[src/rtl/pipe_share_sched.sv]
// pipe_share_sched
// Shares one fixed-latency, valid-only pipeline (no stall input) among NUM_REQ requesters.
//   - Round-robin arbiter grants at most one issue per cycle.
//   - A latency-matched shadow pipe carries the requester ID of each in-flight transaction.
//   - Pipeline results are captured into a response FIFO, tagged with that ID.
//   - Credits (one per FIFO entry) gate issue, so every result always has a free FIFO slot
//     when it leaves the pipeline.
//
// Ports:
//   clk               clock, all logic on posedge
//   rst               synchronous reset, active-low
//   req_valid         per-requester issue request
//   req_ready         one-hot grant (issue = req_valid & req_ready)
//   pipe_rst          active-high pipeline reset (~rst)
//   pipe_input_valid  pipeline input_valid
//   pipe_output_valid pipeline output_valid
//   pipe_out          pipeline result
//   resp_valid        response FIFO head valid
//   resp_id           requester ID of the head entry
//   resp_data         result of the head entry
//   resp_ready        consumer pops the head when resp_valid & resp_ready
//   credits           free credits
//   track_err         sticky: pipeline valid disagreed with shadow pipe, or FIFO overflow
module pipe_share_sched #(
    parameter int unsigned NUM_REQ    = 4,
    parameter int unsigned LATENCY    = 2,
    parameter int unsigned DATA_W     = 32,
    parameter int unsigned FIFO_DEPTH = 4,
    localparam int unsigned IdW       = (NUM_REQ > 1) ? $clog2(NUM_REQ) : 1,
    localparam int unsigned CrW       = $clog2(FIFO_DEPTH + 1)
) (
    input  logic               clk,
    input  logic               rst,
    input  logic [NUM_REQ-1:0] req_valid,
    output logic [NUM_REQ-1:0] req_ready,
    output logic               pipe_rst,
    output logic               pipe_input_valid,
    input  logic               pipe_output_valid,
    input  logic [DATA_W-1:0]  pipe_out,
    output logic               resp_valid,
    output logic [IdW-1:0]     resp_id,
    output logic [DATA_W-1:0]  resp_data,
    input  logic               resp_ready,
    output logic [CrW-1:0]     credits,
    output logic               track_err
);

    localparam int unsigned PtrW = (FIFO_DEPTH > 1) ? $clog2(FIFO_DEPTH) : 1;
    localparam int unsigned IdW1 = IdW + 1;

    localparam logic [IdW:0]    NumReqW = IdW1'(NUM_REQ);
    localparam logic [IdW-1:0]  LastId  = IdW'(NUM_REQ - 1);
    localparam logic [PtrW-1:0] LastPtr = PtrW'(FIFO_DEPTH - 1);
    localparam logic [CrW-1:0]  DepthCr = CrW'(FIFO_DEPTH);

    // ------------------------------------------------------------------
    // State
    // ------------------------------------------------------------------
    logic [IdW-1:0]    rr_ptr_q, rr_ptr_d;
    logic [CrW-1:0]    credits_q, credits_d;
    logic              track_err_q, track_err_d;

    logic [LATENCY-1:0] sh_valid_q;
    logic [IdW-1:0]     sh_id_q [LATENCY];

    logic [DATA_W-1:0] mem_data_q [FIFO_DEPTH];
    logic [IdW-1:0]    mem_id_q   [FIFO_DEPTH];
    logic [PtrW-1:0]   wr_ptr_q, wr_ptr_d;
    logic [PtrW-1:0]   rd_ptr_q, rd_ptr_d;
    logic [CrW-1:0]    count_q, count_d;

    // ------------------------------------------------------------------
    // Round-robin arbiter
    // ------------------------------------------------------------------
    logic [NUM_REQ-1:0] grant;
    logic [IdW-1:0]     grant_id;
    logic               grant_any;
    logic [IdW:0]       cand;

    always_comb begin
        grant     = '0;
        grant_id  = '0;
        grant_any = 1'b0;
        cand      = '0;
        if (rst && (credits_q != '0)) begin
            for (int unsigned i = 0; i < NUM_REQ; i++) begin
                // Explicit wrap so non-power-of-2 NUM_REQ never indexes past the last requester.
                cand = {1'b0, rr_ptr_q} + IdW1'(i);
                if (cand >= NumReqW) begin
                    cand = cand - NumReqW;
                end
                if (!grant_any && req_valid[cand[IdW-1:0]]) begin
                    grant_any = 1'b1;
                    grant_id  = cand[IdW-1:0];
                end
            end
            if (grant_any) begin
                grant[grant_id] = 1'b1;
            end
        end
    end

    always_comb begin
        rr_ptr_d = rr_ptr_q;
        if (grant_any) begin
            rr_ptr_d = (grant_id == LastId) ? '0 : grant_id + 1'b1;
        end
    end

    logic issue;
    logic pop;

    assign req_ready        = grant;
    assign pipe_input_valid = grant_any;
    assign issue            = grant_any;
    assign pipe_rst         = ~rst;

    // ------------------------------------------------------------------
    // Shadow pipe: valid bits reset, ID fields only load behind a valid
    // ------------------------------------------------------------------
    always_ff @(posedge clk) begin
        if (!rst) begin
            sh_valid_q <= '0;
        end else begin
            sh_valid_q[0] <= issue;
            for (int unsigned s = 1; s < LATENCY; s++) begin
                sh_valid_q[s] <= sh_valid_q[s-1];
            end
        end
    end

    always_ff @(posedge clk) begin
        if (issue) begin
            sh_id_q[0] <= grant_id;
        end
        for (int unsigned s = 1; s < LATENCY; s++) begin
            if (sh_valid_q[s-1]) begin
                sh_id_q[s] <= sh_id_q[s-1];
            end
        end
    end

    // ------------------------------------------------------------------
    // Capture and response FIFO
    // ------------------------------------------------------------------
    logic           cap_valid;
    logic [IdW-1:0] cap_id;
    logic           fifo_full;
    logic           fifo_empty;
    logic           fifo_wr;
    logic           overflow;

    // Capture is driven by the shadow valid; pipe_output_valid is only cross-checked.
    assign cap_valid  = sh_valid_q[LATENCY-1];
    assign cap_id     = sh_id_q[LATENCY-1];
    assign fifo_full  = (count_q == DepthCr);
    assign fifo_empty = (count_q == '0);
    assign fifo_wr    = cap_valid & ~fifo_full;
    assign overflow   = cap_valid & fifo_full;

    assign resp_valid = rst & ~fifo_empty;
    assign resp_id    = mem_id_q[rd_ptr_q];
    assign resp_data  = mem_data_q[rd_ptr_q];
    assign pop        = resp_valid & resp_ready;

    always_ff @(posedge clk) begin
        if (fifo_wr) begin
            mem_data_q[wr_ptr_q] <= pipe_out;
            mem_id_q[wr_ptr_q]   <= cap_id;
        end
    end

    always_comb begin
        wr_ptr_d = wr_ptr_q;
        rd_ptr_d = rd_ptr_q;
        count_d  = count_q;
        if (fifo_wr) begin
            wr_ptr_d = (wr_ptr_q == LastPtr) ? '0 : wr_ptr_q + 1'b1;
        end
        if (pop) begin
            rd_ptr_d = (rd_ptr_q == LastPtr) ? '0 : rd_ptr_q + 1'b1;
        end
        if (fifo_wr && !pop) begin
            count_d = count_q + 1'b1;
        end else if (!fifo_wr && pop) begin
            count_d = count_q - 1'b1;
        end
    end

    // ------------------------------------------------------------------
    // Credits and tracking error
    // ------------------------------------------------------------------
    always_comb begin
        credits_d = credits_q;
        if (issue && !pop) begin
            credits_d = credits_q - 1'b1;
        end else if (!issue && pop) begin
            credits_d = credits_q + 1'b1;
        end
    end

    always_comb begin
        track_err_d = track_err_q;
        if ((pipe_output_valid != cap_valid) || overflow) begin
            track_err_d = 1'b1;
        end
    end

    assign credits   = credits_q;
    assign track_err = track_err_q;

    always_ff @(posedge clk) begin
        if (!rst) begin
            rr_ptr_q    <= '0;
            credits_q   <= DepthCr;
            track_err_q <= 1'b0;
            wr_ptr_q    <= '0;
            rd_ptr_q    <= '0;
            count_q     <= '0;
        end else begin
            rr_ptr_q    <= rr_ptr_d;
            credits_q   <= credits_d;
            track_err_q <= track_err_d;
            wr_ptr_q    <= wr_ptr_d;
            rd_ptr_q    <= rd_ptr_d;
            count_q     <= count_d;
        end
    end

endmodule

[config.mk]
export PLATFORM = sky130hd
export DESIGN_NAME = pipe_share_sched
export DESIGN_NICKNAME = d
export VERILOG_FILES = /design/src/rtl/pipe_share_sched.sv
export SDC_FILE = /design/constraint.sdc
export NUM_CORES = 1
export LEC_CHECK = 0
export CAP_MARGIN = 20
export CORE_ASPECT_RATIO = 1.25
export CORE_MARGIN = 3
export CORE_UTILIZATION = 49
export DETAILED_ROUTE_END_ITERATION = 8
export MAX_ROUTING_LAYER = met4
export PLACE_DENSITY_LB_ADDON = 0.05
export SYNTH_ARGS = -nofsm -noshare
export SYNTH_HDL_FRONTEND = slang
export SYNTH_SLANG_ARGS = --single-unit
[constraint.sdc]
create_clock -name clk -period 2.2 [get_ports clk]
set_input_delay 0.33 -clock clk [delete_from_list [all_inputs] [get_ports clk]]
set_output_delay 0.33 -clock clk [all_outputs]
set_load 0.005 [all_outputs]
# Word level (Yosys, flattened, before mapping)
# Memory sizes are Yosys's and may differ from the RTL's. A register that Yosys moved wholly into a read port is not among the register bits.
# Cells that the tools add are included.
# totals
register_bits,15
ram_bits,140
in_bits,40
output_inout_bits,45
word_cells,118
n_memories,3
# mem_list
memory,depth,word_bits,rd,rd_ports_with_merged_regs,write_ports,line,rtl
mem_data_q,4,32,1,1,1,66,logic [DATA_W-1:0] mem_data_q [FIFO_DEPTH];
mem_id_q,4,2,1,1,1,67,logic [IdW-1:0] mem_id_q [FIFO_DEPTH];
sh_id_q,2,2,2,0,2,64,logic [IdW-1:0] sh_id_q [LATENCY];
# op_classes
n_addsub,14
order_cmp,10
eq_ne,5
muxes,52
bitwise_logic,7
n_reduce_logical,20
# op_table
operator,n
$mux W2,21
$mux W1,20
$lt A2 B3 Y1 const B,5
$mux W3,4
$ge A3 B3 Y1 const B,3
$logic_and A1 B1 Y1,9
$bmux W1 S2,4
$mux W4,2
$sub A2 B1 Y2 const B,4
$add A2 B1 Y2 const B,3
$add A2 B2 Y3 const B,2
$add A3 B1 Y3 const B,2
$eq A2 B2 Y1 const B,3
$logic_not A1 Y1,6
$sub A3 B1 Y3 const B,2
$and A1 B1 Y1,4
$reduce_bool A2 Y1,2
$add A2 B1 Y3 const B,1
$eq A3 B3 Y1 const B,1
$ge A2 B3 Y1 const B,1
$logic_not A3 Y1,1
$not A1 Y1,3
$reduce_bool A3 Y1,1
$demux W1 S2,1
other kinds (3),3

# Longest topological paths before layout
# Gate-level depths: netlist of run 1.
# logic_depth
ltp_word,25
ltp_mapped,10

# Worst setup path before layout of run 1
# OpenSTA, ideal clock, no wires.
# synth_timing
path_type,register -> register
from,reg count_q[0]
to,"mem mem_data_q[3][0], enable pin"
setup_ps,394
t_arrival_ps,1749
t_required_ps,1806
path_slack_ps,57
path_stages_with_launch,4
n_path_buf,0
path_cell_list,dfxtp_1 > nor2_1 > a21boi_1 > and2_1
# synth_between
elab_chain_len,5
# synth_rtl
item,line,rtl
start: declaration,70,"logic [CrW-1:0] count_q, count_d;"
start signal: assignment,226,count_q <= count_d;
$eq A3 B3 Y1,156,assign fifo_full = (count_q == DepthCr);
$not A1 Y1,158,assign fifo_wr = cap_valid & ~fifo_full;
$and A1 B1 Y1,158,
net fifo_wr,150,logic fifo_wr;
$mux W1,167,if (fifo_wr) begin
$mux W1 (not written as such),168,mem_data_q[wr_ptr_q] <= pipe_out;
end: declaration,66,
# The timed path passes the listed nets, and every way through them passes these cells.

# Worst setup path after layout of run 1
# layout_timing
from,in req_valid[1]
to,out req_ready[0]
# layout_between
elab_chain_len,22
# layout_rtl
item,line,rtl
start: declaration,34,"input logic [NUM_REQ-1:0] req_valid,"
$bmux W1 S2,92,if (!grant_any && req_valid[cand[IdW-1:0]]) begin
$mux W1 (not written as such),92,
$mux W1,92,
$mux W1,85,if (rst && (credits_q != '0)) begin
$logic_not A1 Y1,92,
$logic_and A1 B1 Y1,92,
$mux W1,92,
$mux W1,85,
[... 6 more ...],-,
$mux W2,92,
$mux W2,85,
$lt A2 B3 Y1 (not written as such) or $ge A2 B1 Y1 (tied branches),98,grant[grant_id] = 1'b1;
$logic_and A1 B1 Y1 (not written as such),98,
$mux W1 (not written as such),98,
$demux W1 S2,98,
$mux W4 *,97,if (grant_any) begin
$mux W4 *,85,
end: declaration,35,"output logic [NUM_REQ-1:0] req_ready,"
# Mark *: on every way between the ends. The rest lies on a longest branch, timed or not. The select of a mux whose other input is x is not followed.

==> results of run 1 <==
## cells in the final DEF (no fill, tap or decap), types with 2 or more instances in the layout
cell                              synthesis  routed
sky130_fd_sc_hd__xor2_1                   4       4
sky130_fd_sc_hd__clkdlybuf4s15_1          0      30
sky130_fd_sc_hd__buf_6                    1       2
sky130_fd_sc_hd__a21oi_1                  5       5
sky130_fd_sc_hd__dlygate4sd2_1            0      10
sky130_fd_sc_hd__fa_1                     2       2
sky130_fd_sc_hd__dfxtp_2                  0       2
sky130_fd_sc_hd__nor2_1                  14      14
sky130_fd_sc_hd__and2_2                   2       5
sky130_fd_sc_hd__buf_12                   0       3
sky130_fd_sc_hd__o21ai_0                  4       3
sky130_fd_sc_hd__clkdlybuf4s50_1          0      41
sky130_fd_sc_hd__dfxtp_1                 17      14
sky130_fd_sc_hd__ha_1                     7       7
sky130_fd_sc_hd__clkinv_2                 0       4
sky130_fd_sc_hd__mux2i_1                  3       3
sky130_fd_sc_hd__nand2_1                  2       2
sky130_fd_sc_hd__and2b_2                  2       2
sky130_fd_sc_hd__edfxtp_1               140     140
sky130_fd_sc_hd__mux4_2                  34      34
sky130_fd_sc_hd__buf_4                    0      33
sky130_fd_sc_hd__inv_1                    9       9
sky130_fd_sc_hd__clkinvlp_4               0       3
sky130_fd_sc_hd__nand3_1                  4       4
sky130_fd_sc_hd__or3_1                    2       2
sky130_fd_sc_hd__bufinv_16                0       3
sky130_fd_sc_hd__clkbuf_16                0      19
sky130_fd_sc_hd__clkbuf_2                 0       3
sky130_fd_sc_hd__clkinv_4                 0       3
## logic make-up after synthesis
family / count (synthesis) / synth area share [%]
mux: 37 / 13.37
fa+ha+maj: 9 / 2.144
compound gates: 16 / 2.123
xor+xnor: 4 / 0.5884
flops: 157 / 76.33
simple gates: 40 / 4.035
buf+inv: 19 / 1.408
## registers in the layout, summed over array words and instances (netlist names), named ones only
signal and count:
credits 3, rd_ptr_q 2, track_err 1, mem_data_q 128, mem_id_q 8, rr_ptr_q 2
sh_id_q 4, sh_valid_q 2, wr_ptr_q 2, count_q 3
## per-layer routing
layer / up-vias / track usage (%) / wire [um]
li1: 1417 / - / -
met1: 1534 / 19.68 / 4218
met2: 73 / 30.57 / 5855
met3: 14 / 4.733 / 506
met4: 0 / 7.181 / 163
met5: - / - / 0
## critical path: stages
cell and delay (ps):
sky130_fd_sc_hd__clkdlybuf4s15_1 220, sky130_fd_sc_hd__or4_4 560, sky130_fd_sc_hd__o311ai_4 100, sky130_fd_sc_hd__buf_6 160, sky130_fd_sc_hd__a31oi_4 30, sky130_fd_sc_hd__and2_4 170, sky130_fd_sc_hd__dlygate4sd2_1 260
## cell type report
cell class	count	area share (%)
Tap cell	161	2.522
Multi-Input combinational cell	106	17.29
Clock inverter	15	2.146
Inverter	10	0.4699
Sequential cell	157	56.96
Timing Repair Buffer	125	15.29
Clock buffer	17	5.325
## through the flow
step           area, sq um  power, mW  setup slack [ps]  hold slack [ps]  util [%]
6_report              7989      9.110             31.86            431.9     68.13
5_1_grt               7989      9.563            -42.75            438.1     68.13
4_1_cts               7899      9.064            0.3928            431.0     67.36
3_5_place_dp          7222      6.208            -473.5            416.3     61.59
3_3_place_gp          7222      6.180            -429.2            404.9     61.59
2_1_floorplan         5953      4.956             56.93            400.3         -
## worst paths after layout
check	from	slack, ps	depth (start not counted)	end
worst max-delay path	req_valid[1]	30	7	req_ready[0]
worst min-delay path	sh_id_q[0][1]	430	0	sh_id_q[0][3]
worst max register to register	count_q[1]	120	9	count_q[2]
worst min register to register	sh_id_q[0][1]	430	0	sh_id_q[0][3]
## timing repair
action                     4_1_cts  5_1_grt
pin swaps                        4        1
gates cloned                     1        2
setup endpoints to repair       41       10
buffers inserted                 4        2
resized for setup               64       33
## report_power, final
group | internal, mW | switching (mW) | total (mW)
combinational | 1.51 | 0.962 | 2.47
sequential | 3.56 | 0.194 | 3.75
clock | 1.78 | 1.11 | 2.88
==> impl_metrics.sql, run 1 <==
INSERT INTO impl_metrics (metric_group, metric, value, unit) VALUES
('placed_design', 'placed_cell_count', '550', ''),
('die', 'core_area', '11730', 'sq um'),
('pwr', 'static_leakage_power', '2.756', 'nW'),
('critical_path', 'crit_required', '1870', 'ps'),
('placed_design', 'gpl_wtd_cong', '0.7750', ''),
('die', 'chipWidth', '104.6', 'um'),
('clock_tree', 'cts.clk_slew.worst_paths', '60', 'ps'),
('detailed_routing', 'detail_route.first_pass.iterations', '4', ''),
('synth', 'synth_enable_flop_cells', '140', ''),
('final_layout', 'combined_flip_flop_and_latch_cell_area', '4551', 'sq um'),
('timing', 'clock_skew', '7.950', 'ps'),
('detailed_routing', 'drt_first_iter_violations', '171', ''),
('synth', 'synth_flop_cell', 'sky130_fd_sc_hd__edfxtp_1', ''),
('synth', 'synth.top_cells.by_area', 'sky130_fd_sc_hd__edfxtp_1 (71%), sky130_fd_sc_hd__mux4_2 (13%), sky130_fd_sc_hd__dfxtp_1 (5.7%), sky130_fd_sc_hd__ha_1 (1.5%), sky130_fd_sc_hd__nor2_1 (0.88%)', ''),
('final_layout', 'final.fill_count', '773', ''),
('placed_design', 'hpwl', '6822', 'um'),
('final_layout', 'insertedDiodeCount', '0', ''),
('global_routing', 'largest_net_degree_at_the_start_of_global_routing', '24', ''),
('final_layout', 'multi_input_combinational_cell_area', '1381', 'sq um'),
('critical_path', 'timing.critical_path.arrival', '1840', 'ps'),
('clock_tree', 'clkLatencyLatePin', '410', 'ps'),
('timing', 'finalCriticalPeriod', '2168', 'ps'),
('detailed_routing', 'post_route_ant_nets', '0', ''),
('synth', 'syn-num-nets', '331', ''),
('global_routing', 'grt_pass1_vias', '3323', ''),
('synth', 'synth.top_cell.area_share', '70.62', '%'),
('global_routing', 'overflow', '0', ''),
('synth', 'number_of_distinct_library_cell_variants_in_the_gate_level_netlist_after_synthesis', '37', ''),
('run_status', 'result_of_the_run', 'finished, final reports clean', ''),
('synth', 'synth.yosys.warnings', '0', ''),
('global_routing', 'groute.usage.overall', '17.68', '%'),
('synth', 'gate_count_after_technology_mapping', '282', ''),
('clock_tree', 'cts.path.max_buffers', '2', ''),
('final_layout', 'layoutNonFillerInstCount', '591', ''),
('detailed_routing', 'via_to_cell_ratio', '5.140', ''),
('timing', 'report.final.slew_viol_count', '0', ''),
('pwr', 'power.density_cell_area', '1140', 'nW/um^2'),
('timing', 'tightest_slew_margin_relative_to_the_limit', '75.99', '%'),
('critical_path', 'endpoint_kind', 'output pin', ''),
('synth', 'most_frequently_used_cell_type_in_the_post_synthesis_netlist', 'sky130_fd_sc_hd__edfxtp_1', ''),
('final_layout', 'area_added_between_synthesis_and_finish', '34.19', '%'),
('hold_path', 'hold_path_class', 'flop to flop', ''),
('synth', 'ys_async_sr_fraction', '0', '%'),
('timing', 'fin_tns_setup', '0', 'ps'),
('synth', 'postSynthRegisterBits', '157', ''),
('die', 'core.rowCount', '44', ''),
('global_routing', 'grt_antenna_before_repair', '0', ''),
('die', 'die_area', '13520', 'sq um'),
('critical_path', 'crit_type', 'primary input to output pin', ''),
('synth', 'netlist_top_cells_count', 'sky130_fd_sc_hd__edfxtp_1 (140), sky130_fd_sc_hd__mux4_2 (34), sky130_fd_sc_hd__dfxtp_1 (17)', ''),
('timing', 'final-hold-violation-count', '0', ''),
('critical_path', 'setup.worst_path.start_class', 'primary input', ''),
('global_routing', 'first_pass_grt_wire_length', '17280', 'um'),
('clock_tree', 'cts_htree_levels', '4', ''),
('timing', 'timing.final.setup_violations', '0', ''),
('clock_tree', 'tritoncts.num_buffers', '17', ''),
('clock_tree', 'cts-root-buf', 'sky130_fd_sc_hd__clkbuf_16', ''),
('run', 'drv.max_cap_violation_count', '0', ''),
('clock_tree', 'clock_sink_count', '157', ''),
('placed_design', 'port-buffer-count', '84', ''),
('synth', 'yosysTopAreaCell', 'sky130_fd_sc_hd__edfxtp_1', ''),
('final_layout', 'final_net_count', '466', ''),
('die', 'design.portCount', '85', ''),
('clock_tree', 'postCtsHoldBufs', '0', ''),
('timing', 'max_clock_freq', '0.4612', 'GHz'),
('detailed_routing', 'final_routed_drc_violation_total', '0', ''),
('timing', 'rsz0062_at_grt', 'yes', ''),
('detailed_routing', 'detailroute.via_count', '3038', ''),
('clock_tree', 'tritoncts_clock_tree', 'yes', ''),
('synth', 'syn-cell-area', '5953', 'sq um'),
('die', 'dieHeight', '129.2', 'um');
(Power assumes the default switching activity.)
==> run 2: changes to the inputs <==
--- a/config.mk
+++ b/config.mk
@@ -5,6 +5,7 @@
 export SDC_FILE = /design/constraint.sdc
 export NUM_CORES = 1
 export LEC_CHECK = 0
+export ABC_AREA = 1
 export CAP_MARGIN = 20
 export CORE_ASPECT_RATIO = 1.25
 export CORE_MARGIN = 3
==> run 2 against run 1 <==
The flow now finishes with violations (setup timing). Critical path depth up 14. Critical path type is now flop to flop. Clock skew increased by 4.7 ps. Cell area grew 7.5%. Cell count is 38% higher. Largest cell class unchanged.
==> impl_metrics.sql, run 2 <==
INSERT INTO impl_metrics (metric_group, metric, value, unit) VALUES
('pwr', 'internal_power', '7.411', 'mW'),
('synth', 'syn-num-nets', '548', ''),
('clock_tree', 'tritoncts.num_buffers', '17', ''),
('die', 'die_area', '14110', 'sq um'),
('pwr', 'static_leakage_power', '3.228', 'nW'),
('critical_path', 'worst-path-buf-inv', '10', ''),
('critical_path', 'timing.critical_path.from', 'rr_ptr_q[0]', ''),
('die', 'initial_utilization', '50.76', '%'),
('critical_path', 'r2r-end', 'rr_ptr_q[1]', ''),
('critical_path', 'r2r_start', 'rr_ptr_q[0]', ''),
('critical_path', 'crit_required', '2540', 'ps'),
('clock_tree', 'cts.path.max_buffers', '2', ''),
('clock_tree', 'tritoncts_clock_tree', 'yes', ''),
('synth', 'postSynthRegisterBits', '157', ''),
('global_routing', 'grt_pass1_vias', '4523', ''),
('critical_path', 'crit_path_cell_trace', 'buf_12, inv_8, nand2_4, nand2_4, nand2_1, inv_2, nor2_1, nand3_2, nand2_4, nor2_4, nand2_2, buf_4, buf_4, buf_4, buf_4, buf_4, buf_4, buf_4, nand2_2, nor2_2, nor2_2', ''),
('detailed_routing', 'wirelength', '14570', 'um'),
('die', 'core_area', '12270', 'sq um'),
('critical_path', 'critical_path_s_slowest_cell', 'sky130_fd_sc_hd__dfxtp_4', ''),
('synth', 'synth.yosys.warnings', '0', ''),
('synth', 'synth.top_cells.by_area', 'sky130_fd_sc_hd__edfxtp_1 (67%), sky130_fd_sc_hd__o21ai_0 (6.3%), sky130_fd_sc_hd__dfxtp_1 (5.5%), sky130_fd_sc_hd__nor2_1 (4.6%), sky130_fd_sc_hd__o22ai_1 (3.4%)', ''),
('synth', 'synth-seq-area-share', '72.93', '%'),
('synth', 'number_of_distinct_library_cell_variants_in_the_gate_level_netlist_after_synthesis', '26', ''),
('run_status', 'result_of_the_run', 'finished, violations left', ''),
('global_routing', 'first_pass_grt_wire_length', '22970', 'um'),
('timing', 'finalHoldWorstSlack', '420.5', 'ps'),
('pwr', 'power.density_cell_area', '1273', 'nW/um^2'),
('critical_path', 'endpoint_kind', 'flop', ''),
('clock_tree', 'clkLatencyLatePin', '410', 'ps'),
('detailed_routing', 'drt_first_iter_violations', '216', ''),
('detailed_routing', 'via_to_cell_ratio', '5.355', ''),
('final_layout', 'largestRegisters', 'mem_data_q: 128 flops, mem_id_q: 8 flops, sh_id_q: 4 flops', ''),
('critical_path', 'cp_slowest_stage_delay', '370', 'ps'),
('pwr', 'sw_frac_of_total', '32.24', '%'),
('detailed_routing', 'final_routed_drc_violation_total', '0', ''),
('final_layout', 'fraction_of_final_layout_cells_with_drive_strength_greater_than_1', '25.15', '%'),
('critical_path', 'crit_path_max_fanout', '6', ''),
('detailed_routing', 'post_route_ant_nets', '0', ''),
('final_layout', 'layout.cells.most_common', 'sky130_fd_sc_hd__edfxtp_1', ''),
('pwr', 'clockPowerShare', '25.6', '%'),
('placed_design', 'place_area', '7496', 'sq um'),
('timing', 'timing.final.setup_violations', '7', ''),
('run', 'drv.max_cap_violation_count', '0', ''),
('hold_path', 'hold-path-cell-count', '0', ''),
('die', 'design.portCount', '85', ''),
('timing', 'final-hold-violation-count', '0', ''),
('placed_design', 'gpl_wtd_cong', '0.7851', ''),
('final_layout', 'insertedDiodeCount', '0', ''),
('global_routing', 'grt_antenna_before_repair', '0', ''),
('timing', 'tightest_slew_margin_relative_to_the_limit', '48.10', '%'),
('critical_path', 'crit_path_frequent_cell', 'sky130_fd_sc_hd__buf_4', ''),
('detailed_routing', 'detail_route.first_pass.iterations', '4', ''),
('final_layout', 'final_net_count', '688', ''),
('clock_tree', 'cts-root-buf', 'sky130_fd_sc_hd__clkbuf_16', ''),
('detailed_routing', 'maxUsedRoutingLayer', 'met4', ''),
('synth', 'most_frequently_used_cell_type_in_the_post_synthesis_netlist', 'sky130_fd_sc_hd__edfxtp_1', ''),
('synth', 'syn-cell-area', '6231', 'sq um'),
('die', 'core.rowCount', '45', ''),
('timing', 'report.final.slew_viol_count', '0', ''),
('synth', 'synthesis.area_per_instance', '12.49', 'sq um'),
('pwr', 'power.share.sequential', '35.2', '%'),
('synth', 'ys_async_sr_fraction', '0', '%'),
('hold_path', 'hold_path_class', 'flop to flop', ''),
('timing', 'final_min_period_over_clock_period', '107.9', '%'),
('placed_design', 'hpwl', '7907', 'um'),
('timing', 'rsz0062_at_grt', 'yes', ''),
('timing', 'clock_skew', '12.61', 'ps'),
('critical_path', 'setup.worst_path.start_class', 'flop', ''),
('clock_tree', 'clock_sink_count', '157', ''),
('synth', 'synth.top_cell.area_share', '67.47', '%'),
('detailed_routing', 'wire_per_inst', '17.85', 'um'),
('clock_tree', 'cts.clk_slew.worst_paths', '60', 'ps'),
('synth', 'synth_enable_flop_cells', '140', ''),
('clock_tree', 'postCtsHoldBufs', '0', ''),
('synth', 'gate_count_after_technology_mapping', '499', ''),
('timing', 'max_clock_freq', '0.4214', 'GHz'),
('critical_path', 'crit_type', 'flop to flop', ''),
('critical_path', 'worst_r2r_path_depth', '21', ''),
('die', 'dieHeight', '132.1', 'um'),
('run_status', 'violated_checks', 'setup timing', ''),
('final_layout', 'largest_register', 'mem_data_q', ''),
('synth', 'yosysTopAreaCell', 'sky130_fd_sc_hd__edfxtp_1', ''),
('clock_tree', 'cts_htree_levels', '4', ''),
('detailed_routing', 'detailroute.via_count', '4370', ''),
('pwr', 'combPwrFrac', '39.1', '%'),
('final_layout', 'layout_common_cells', 'sky130_fd_sc_hd__edfxtp_1 (140), sky130_fd_sc_hd__o21ai_0 (76), sky130_fd_sc_hd__nor2_1 (72)', ''),
('detailed_routing', 'met2_routed_length', '7528', 'um'),
('timing', 'finalWorstSetupSlack', '-173.2', 'ps'),
('pwr', 'worst_ir_drop_vdd', '934.2', 'uV'),
('timing', 'finalCriticalPeriod', '2373', 'ps'),
('hold_path', 'hold_end', 'sh_id_q[0][3]', ''),
('final_layout', 'design_area', '8589', 'sq um'),
('die', 'chipWidth', '106.9', 'um'),
('synth', 'synth_flop_cell', 'sky130_fd_sc_hd__edfxtp_1', ''),
('placed_design', 'port-buffer-count', '84', ''),
('critical_path', 'worst-r2r-setup-slack', '-170', 'ps'),
('global_routing', 'largest_net_degree_at_the_start_of_global_routing', '35', ''),
('timing', 'tightestPinTransition', '776.7', 'ps'),
('detailed_routing', 'wire_length_on_met1', '5939', 'um'),
('detailed_routing', 'met3_length', '836', 'um'),
('placed_design', 'post-place-ws', '-389.7', 'ps'),
('hold_path', 'min-delay-start', 'sh_id_q[0][1]', ''),
('synth', 'netlist_top_cells_count', 'sky130_fd_sc_hd__edfxtp_1 (140), sky130_fd_sc_hd__o21ai_0 (78), sky130_fd_sc_hd__nor2_1 (77)', ''),
('critical_path', 'timing.critical_path.arrival', '2710', 'ps'),
('final_layout', 'area_added_between_synthesis_and_finish', '37.85', '%'),
('final_layout', 'largest_reg_flops', '128', ''),
('critical_path', 'critical_path.top_delay_family', 'buffers and inverters', ''),
('global_routing', 'overflow', '0', ''),
('global_routing', 'groute.usage.overall', '21.89', '%'),
('final_layout', 'final.fill_count', '899', ''),
('pwr', 'p_switching', '3.527', 'mW');
[run 2: changes by cell type after synthesis, moves of 4 or more]
| cell | delta |
|---|---|
| sky130_fd_sc_hd__a21oi_1 | +6 |
| sky130_fd_sc_hd__and2_1 | -5 |
| sky130_fd_sc_hd__clkbuf_1 | +17 |
| sky130_fd_sc_hd__inv_1 | +24 |
| sky130_fd_sc_hd__mux4_2 | -34 |
| sky130_fd_sc_hd__nand2_1 | +41 |
| sky130_fd_sc_hd__nand2_2 | +6 |
| sky130_fd_sc_hd__nand3_1 | +6 |
| sky130_fd_sc_hd__nor2_1 | +63 |
| sky130_fd_sc_hd__o21ai_0 | +74 |
| sky130_fd_sc_hd__o22ai_1 | +34 |
| sky130_fd_sc_hd__xor2_1 | -4 |
[run 2: repair_timing]
action | 4_1_cts | 5_1_grt
setup endpoints to repair | 32 | 10
pin swaps | 24 | 20
gates cloned | 8 | 0
resized for setup | 99 | 36
buffers inserted | 16 | 5
[run 2: per-layer routing]
| metal | vias up | GRT usage [%] |
|---|---|---|
| met1 | 2142 | 25.23 |
| met3 | 23 | 5.341 |
| met5 | - | - |
| met4 | 0 | 7.392 |
| li1 | 2077 | - |
| met2 | 128 | 37.36 |
[run 2: worst max path at each step]
stage,to,depth (start not counted),slack (ps)
2_1_floorplan,mem_data_q[2][0],4,-250
3_3_place_gp,req_ready[0],12,-310
3_5_place_dp,credits[2],16,-390
4_1_cts,req_ready[3],13,-130
5_1_grt,rr_ptr_q[1],22,-280
6_report,rr_ptr_q[1],21,-170
[run 2: logic make-up after synthesis]
group	share of synthesized area (%)
AOI/OAI and AO/OA	11.33
and+or+nand+nor	9.880
DFF	72.93
buffers and inverters	3.815
adders and majority gates	2.048
[run 2: stage by stage]
stage	utilization (%)	total power, mW	std cells	setup TNS (ps)
finish	69.98	10.94	816	-493.5
global route	69.98	11.53	816	-1268
CTS	68.86	10.73	811	-445.0
detailed placement	61.07	7.386	755	-2180
global placement	61.07	7.296	755	-1836
floorplan	-	5.540	499	-31540
[run 2: final cells by class]
type | instances | area (sq um) | share of cell area (%)
inverters | 36 | 152.6 | 1.777
repair buffers | 143 | 1444 | 16.81
clock buffers | 17 | 425.4 | 4.953
clock inverters | 15 | 146.4 | 1.704
flip-flops and latches | 157 | 4559 | 53.08
repair inverters | 1 | 8.758 | 0.1020
well taps | 164 | 205.2 | 2.389
multi-input cells | 283 | 1648 | 19.18
[run 2: power by group through the flow]
stage,logic [mW],clock network (mW),registers (mW)
after floorplan,1.70,0,3.84
after global placement,3.43,0,3.86
after detailed placement,3.51,0,3.87
after CTS,4.02,2.85,3.86
after global routing,4.66,2.98,3.89
final,4.28,2.81,3.85
==> run 3: changes to the inputs <==
--- a/config.mk
+++ b/config.mk
@@ -6,10 +6,9 @@
 export NUM_CORES = 1
 export LEC_CHECK = 0
 export ABC_AREA = 1
-export CAP_MARGIN = 20
-export CORE_ASPECT_RATIO = 1.25
+export CORE_ASPECT_RATIO = 0.5
 export CORE_MARGIN = 3
-export CORE_UTILIZATION = 49
+export CORE_UTILIZATION = 54
 export DETAILED_ROUTE_END_ITERATION = 8
 export MAX_ROUTING_LAYER = met4
 export PLACE_DENSITY_LB_ADDON = 0.05
==> constraint.sdc (replaced) <==
create_clock -name clk -period 2.3 [get_ports clk]
set_input_delay 0.345 -clock clk [delete_from_list [all_inputs] [get_ports clk]]
set_output_delay 0.345 -clock clk [all_outputs]
set_load 0.005 [all_outputs]
==> run 3 against run 2 <==
The run still ends with setup timing left. Clock power about the same. Worst hold slack better by 2.1 ps. Non-clock buffer count decreased by 19. Sequential cell count unchanged. Routed wire length fell by 6.1%. Worst setup slack better by 140 ps. Die area decreased by 8.3%. Cell area fell by 1.3%. Sequential power decreased by 4%. Via count shrank 3.1%. Global-route usage fell by 0.81 points. Sequential share of layout area grew 0.64 points.
==> impl_metrics.sql, run 3 (synthesis gave the netlist of run 2 again) <==
INSERT INTO impl_metrics (metric_group, metric, value, unit) VALUES
('run_status', 'result_of_the_run', 'finished, violations left', ''),
('run_status', 'violated_checks', 'setup timing', ''),
('timing', 'fin_tns_setup', '-32.01', 'ps'),
('die', 'chipWidth', '157.9', 'um'),
('timing', 'report.final.slew_viol_count', '0', ''),
('timing', 'finalWorstSetupSlack', '-32.01', 'ps'),
('critical_path', 'setup.worst_path.start_class', 'flop', ''),
('clock_tree', 'cts.path.max_buffers', '2', ''),
('global_routing', 'first_pass_grt_wire_length', '19690', 'um'),
('timing', 'final_min_period_over_clock_period', '101.4', '%'),
('placed_design', 'hpwl', '7235', 'um'),
('global_routing', 'grt_antenna_before_repair', '0', ''),
('timing', 'rsz0062_at_grt', 'yes', ''),
('die', 'design.portCount', '85', ''),
('critical_path', 'crit_type', 'flop to output pin', ''),
('timing', 'max_clock_freq', '0.4288', 'GHz'),
('timing', 'clock_skew', '11.98', 'ps'),
('clock_tree', 'cts-root-buf', 'sky130_fd_sc_hd__clkbuf_16', ''),
('timing', 'timing.final.setup_violations', '1', ''),
('global_routing', 'grt_pass1_vias', '3984', ''),
('final_layout', 'final_net_count', '668', ''),
('placed_design', 'gpl_wtd_cong', '0.8383', ''),
('detailed_routing', 'drt_first_iter_violations', '212', ''),
('final_layout', 'layout_common_cells', 'sky130_fd_sc_hd__edfxtp_1 (140), sky130_fd_sc_hd__nor2_1 (73), sky130_fd_sc_hd__o21ai_0 (70)', ''),
('detailed_routing', 'final_routed_drc_violation_total', '0', ''),
('final_layout', 'largest_register', 'mem_data_q', ''),
('timing', 'finalCriticalPeriod', '2332', 'ps'),
('final_layout', 'largestRegisters', 'mem_data_q: 128 flops, mem_id_q: 8 flops, sh_id_q: 4 flops', ''),
('timing', 'tightestPinTransition', '1121', 'ps'),
('final_layout', 'insertedDiodeCount', '0', ''),
('detailed_routing', 'via_to_cell_ratio', '5.449', ''),
('timing', 'final-hold-violation-count', '0', ''),
('critical_path', 'crit_path_max_fanout', '8', ''),
('final_layout', 'final_design_utilization', '76.28', '%'),
('die', 'dieHeight', '81.96', 'um'),
('detailed_routing', 'wire_per_inst', '17.61', 'um'),
('pwr', 'worst_ir_drop_vdd', '771.4', 'uV'),
('critical_path', 'timing.critical_path.arrival', '1990', 'ps'),
('final_layout', 'fraction_of_final_layout_cells_with_drive_strength_greater_than_1', '20.73', '%'),
('clock_tree', 'clock_sink_count', '157', ''),
('clock_tree', 'cts_htree_levels', '4', ''),
('critical_path', 'worst_r2r_path_depth', '17', ''),
('critical_path', 'crit_required', '1960', 'ps'),
('global_routing', 'overflow', '0', ''),
('critical_path', 'endpoint_kind', 'output pin', ''),
('clock_tree', 'cts.clk_slew.worst_paths', '60', 'ps'),
('hold_path', 'hold-path-cell-count', '0', ''),
('clock_tree', 'postCtsHoldBufs', '0', ''),
('timing', 'tightest_slew_margin_relative_to_the_limit', '25.10', '%'),
('clock_tree', 'tritoncts.num_buffers', '17', ''),
('die', 'initial_utilization', '56.06', '%'),
('die', 'core_area', '11110', 'sq um'),
('detailed_routing', 'detail_route.first_pass.iterations', '5', ''),
('detailed_routing', 'wirelength', '13680', 'um'),
('clock_tree', 'tritoncts_clock_tree', 'yes', ''),
('final_layout', 'largest_reg_flops', '128', ''),
('final_layout', 'area_added_between_synthesis_and_finish', '36.06', '%'),
('final_layout', 'layout.cells.most_common', 'sky130_fd_sc_hd__edfxtp_1', ''),
('detailed_routing', 'detailroute.via_count', '4234', ''),
('pwr', 'static_leakage_power', '3.295', 'nW'),
('detailed_routing', 'post_route_ant_nets', '0', ''),
('pwr', 'power.density_cell_area', '1221', 'nW/um^2'),
('hold_path', 'hold_path_class', 'flop to flop', ''),
('placed_design', 'port-buffer-count', '84', ''),
('run', 'drv.max_cap_violation_count', '0', ''),
('clock_tree', 'clkLatencyLatePin', '410', 'ps'),
('die', 'core.rowCount', '27', ''),
('global_routing', 'largest_net_degree_at_the_start_of_global_routing', '43', ''),
('global_routing', 'groute.usage.overall', '21.08', '%'),
('die', 'die_area', '12940', 'sq um');
[run 3: cell types whose count changed in the layout (fill, tap and decap cells not counted), sizes merged]
| cell | previous run | this run |
|---|---|---|
| clkbuf | 18 | 22 |
| dlygate4sd2 | 33 | 0 |
| bufbuf | 3 | 0 |
| buf | 61 | 40 |
| clkdlybuf4s50 | 45 | 57 |
| dlymetal6s2s | 0 | 22 |
| inv | 39 | 44 |
| clkinv | 6 | 4 |
| clkinvlp | 5 | 1 |
[run 3: power breakdown]
part | total (mW) | leakage [nW] | internal (mW) | switching (mW)
Combinational | 3.83 | 1.59 | 1.88 | 1.95
Clock | 2.81 | 0.295 | 1.64 | 1.17
Sequential | 3.71 | 1.41 | 3.51 | 0.201
[run 3: timing repair]
| action | 4_1_cts | 5_1_grt |
|---|---|---|
| setup buffers | 5 | 1 |
| hold endpoints to repair | 0 | 0 |
| endpoints found under the setup margin | 15 | 39 |
| pin swaps | 10 | 9 |
| resized for setup | 42 | 68 |
| cloned | 2 | 6 |
[run 3: area by class of cell]
| class | instances | area [sq um] |
|---|---|---|
| timing repair buffer | 124 | 1405 |
| clock inverter | 15 | 176.4 |
| inverter | 36 | 155.1 |
| fill | 683 | 2636 |
| clock buffer | 17 | 425.4 |
| multi-input combinational | 283 | 1580 |
| sequential | 157 | 4554 |
| tap | 145 | 181.4 |
[run 3: stage by stage]
stage          hold slack [ps]  cell area [sq um]  power [mW]  std cells  worst slack [ps]
2_1_floorplan            400.3               6231       5.299        499            -152.6
4_1_cts                  421.6               8178       10.04        771            -63.92
3_5_place_dp             406.3               7430       6.967        732            -247.2
5_1_grt                  443.3               8478       10.90        777            -143.7
3_3_place_gp             400.9               7430       6.913        732            -221.2
6_report                 422.5               8478       10.35        777            -32.01
[run 3: layer usage]
layer / part of all wire [%] / global-route usage, % / vias to the layer above
li1: - / - / 2043
met4: 0.42 / 7.359 / 0
met1: 42 / 25.90 / 2034
met2: 50 / 34.38 / 151
met3: 7.8 / 5.737 / 6
met5: 0 / - / -
[run 3: worst max-delay path, cell delays in order (launching register included)]
cell,delay (ps)
sky130_fd_sc_hd__dfxtp_4,360
sky130_fd_sc_hd__buf_12,130
sky130_fd_sc_hd__inv_8,70
sky130_fd_sc_hd__nand2_2,60
sky130_fd_sc_hd__nand2_4,80
sky130_fd_sc_hd__nand2_2,60
sky130_fd_sc_hd__nand2_2,80
sky130_fd_sc_hd__nor2_4,50
sky130_fd_sc_hd__nand3_2,70
sky130_fd_sc_hd__nand2_4,70
sky130_fd_sc_hd__buf_6,120
sky130_fd_sc_hd__buf_4,130
sky130_fd_sc_hd__nor3_2,150
sky130_fd_sc_hd__buf_2,130
[run 3: worst paths after layout]
check,start,endpoint,slack (ps)
worst max-delay path,rr_ptr_q[0],req_ready[3],-30
worst min-delay path,sh_id_q[0][0],sh_id_q[0][2],420
worst max register to register,rr_ptr_q[0],credits[2],170
worst min register to register,sh_id_q[0][0],sh_id_q[0][2],420
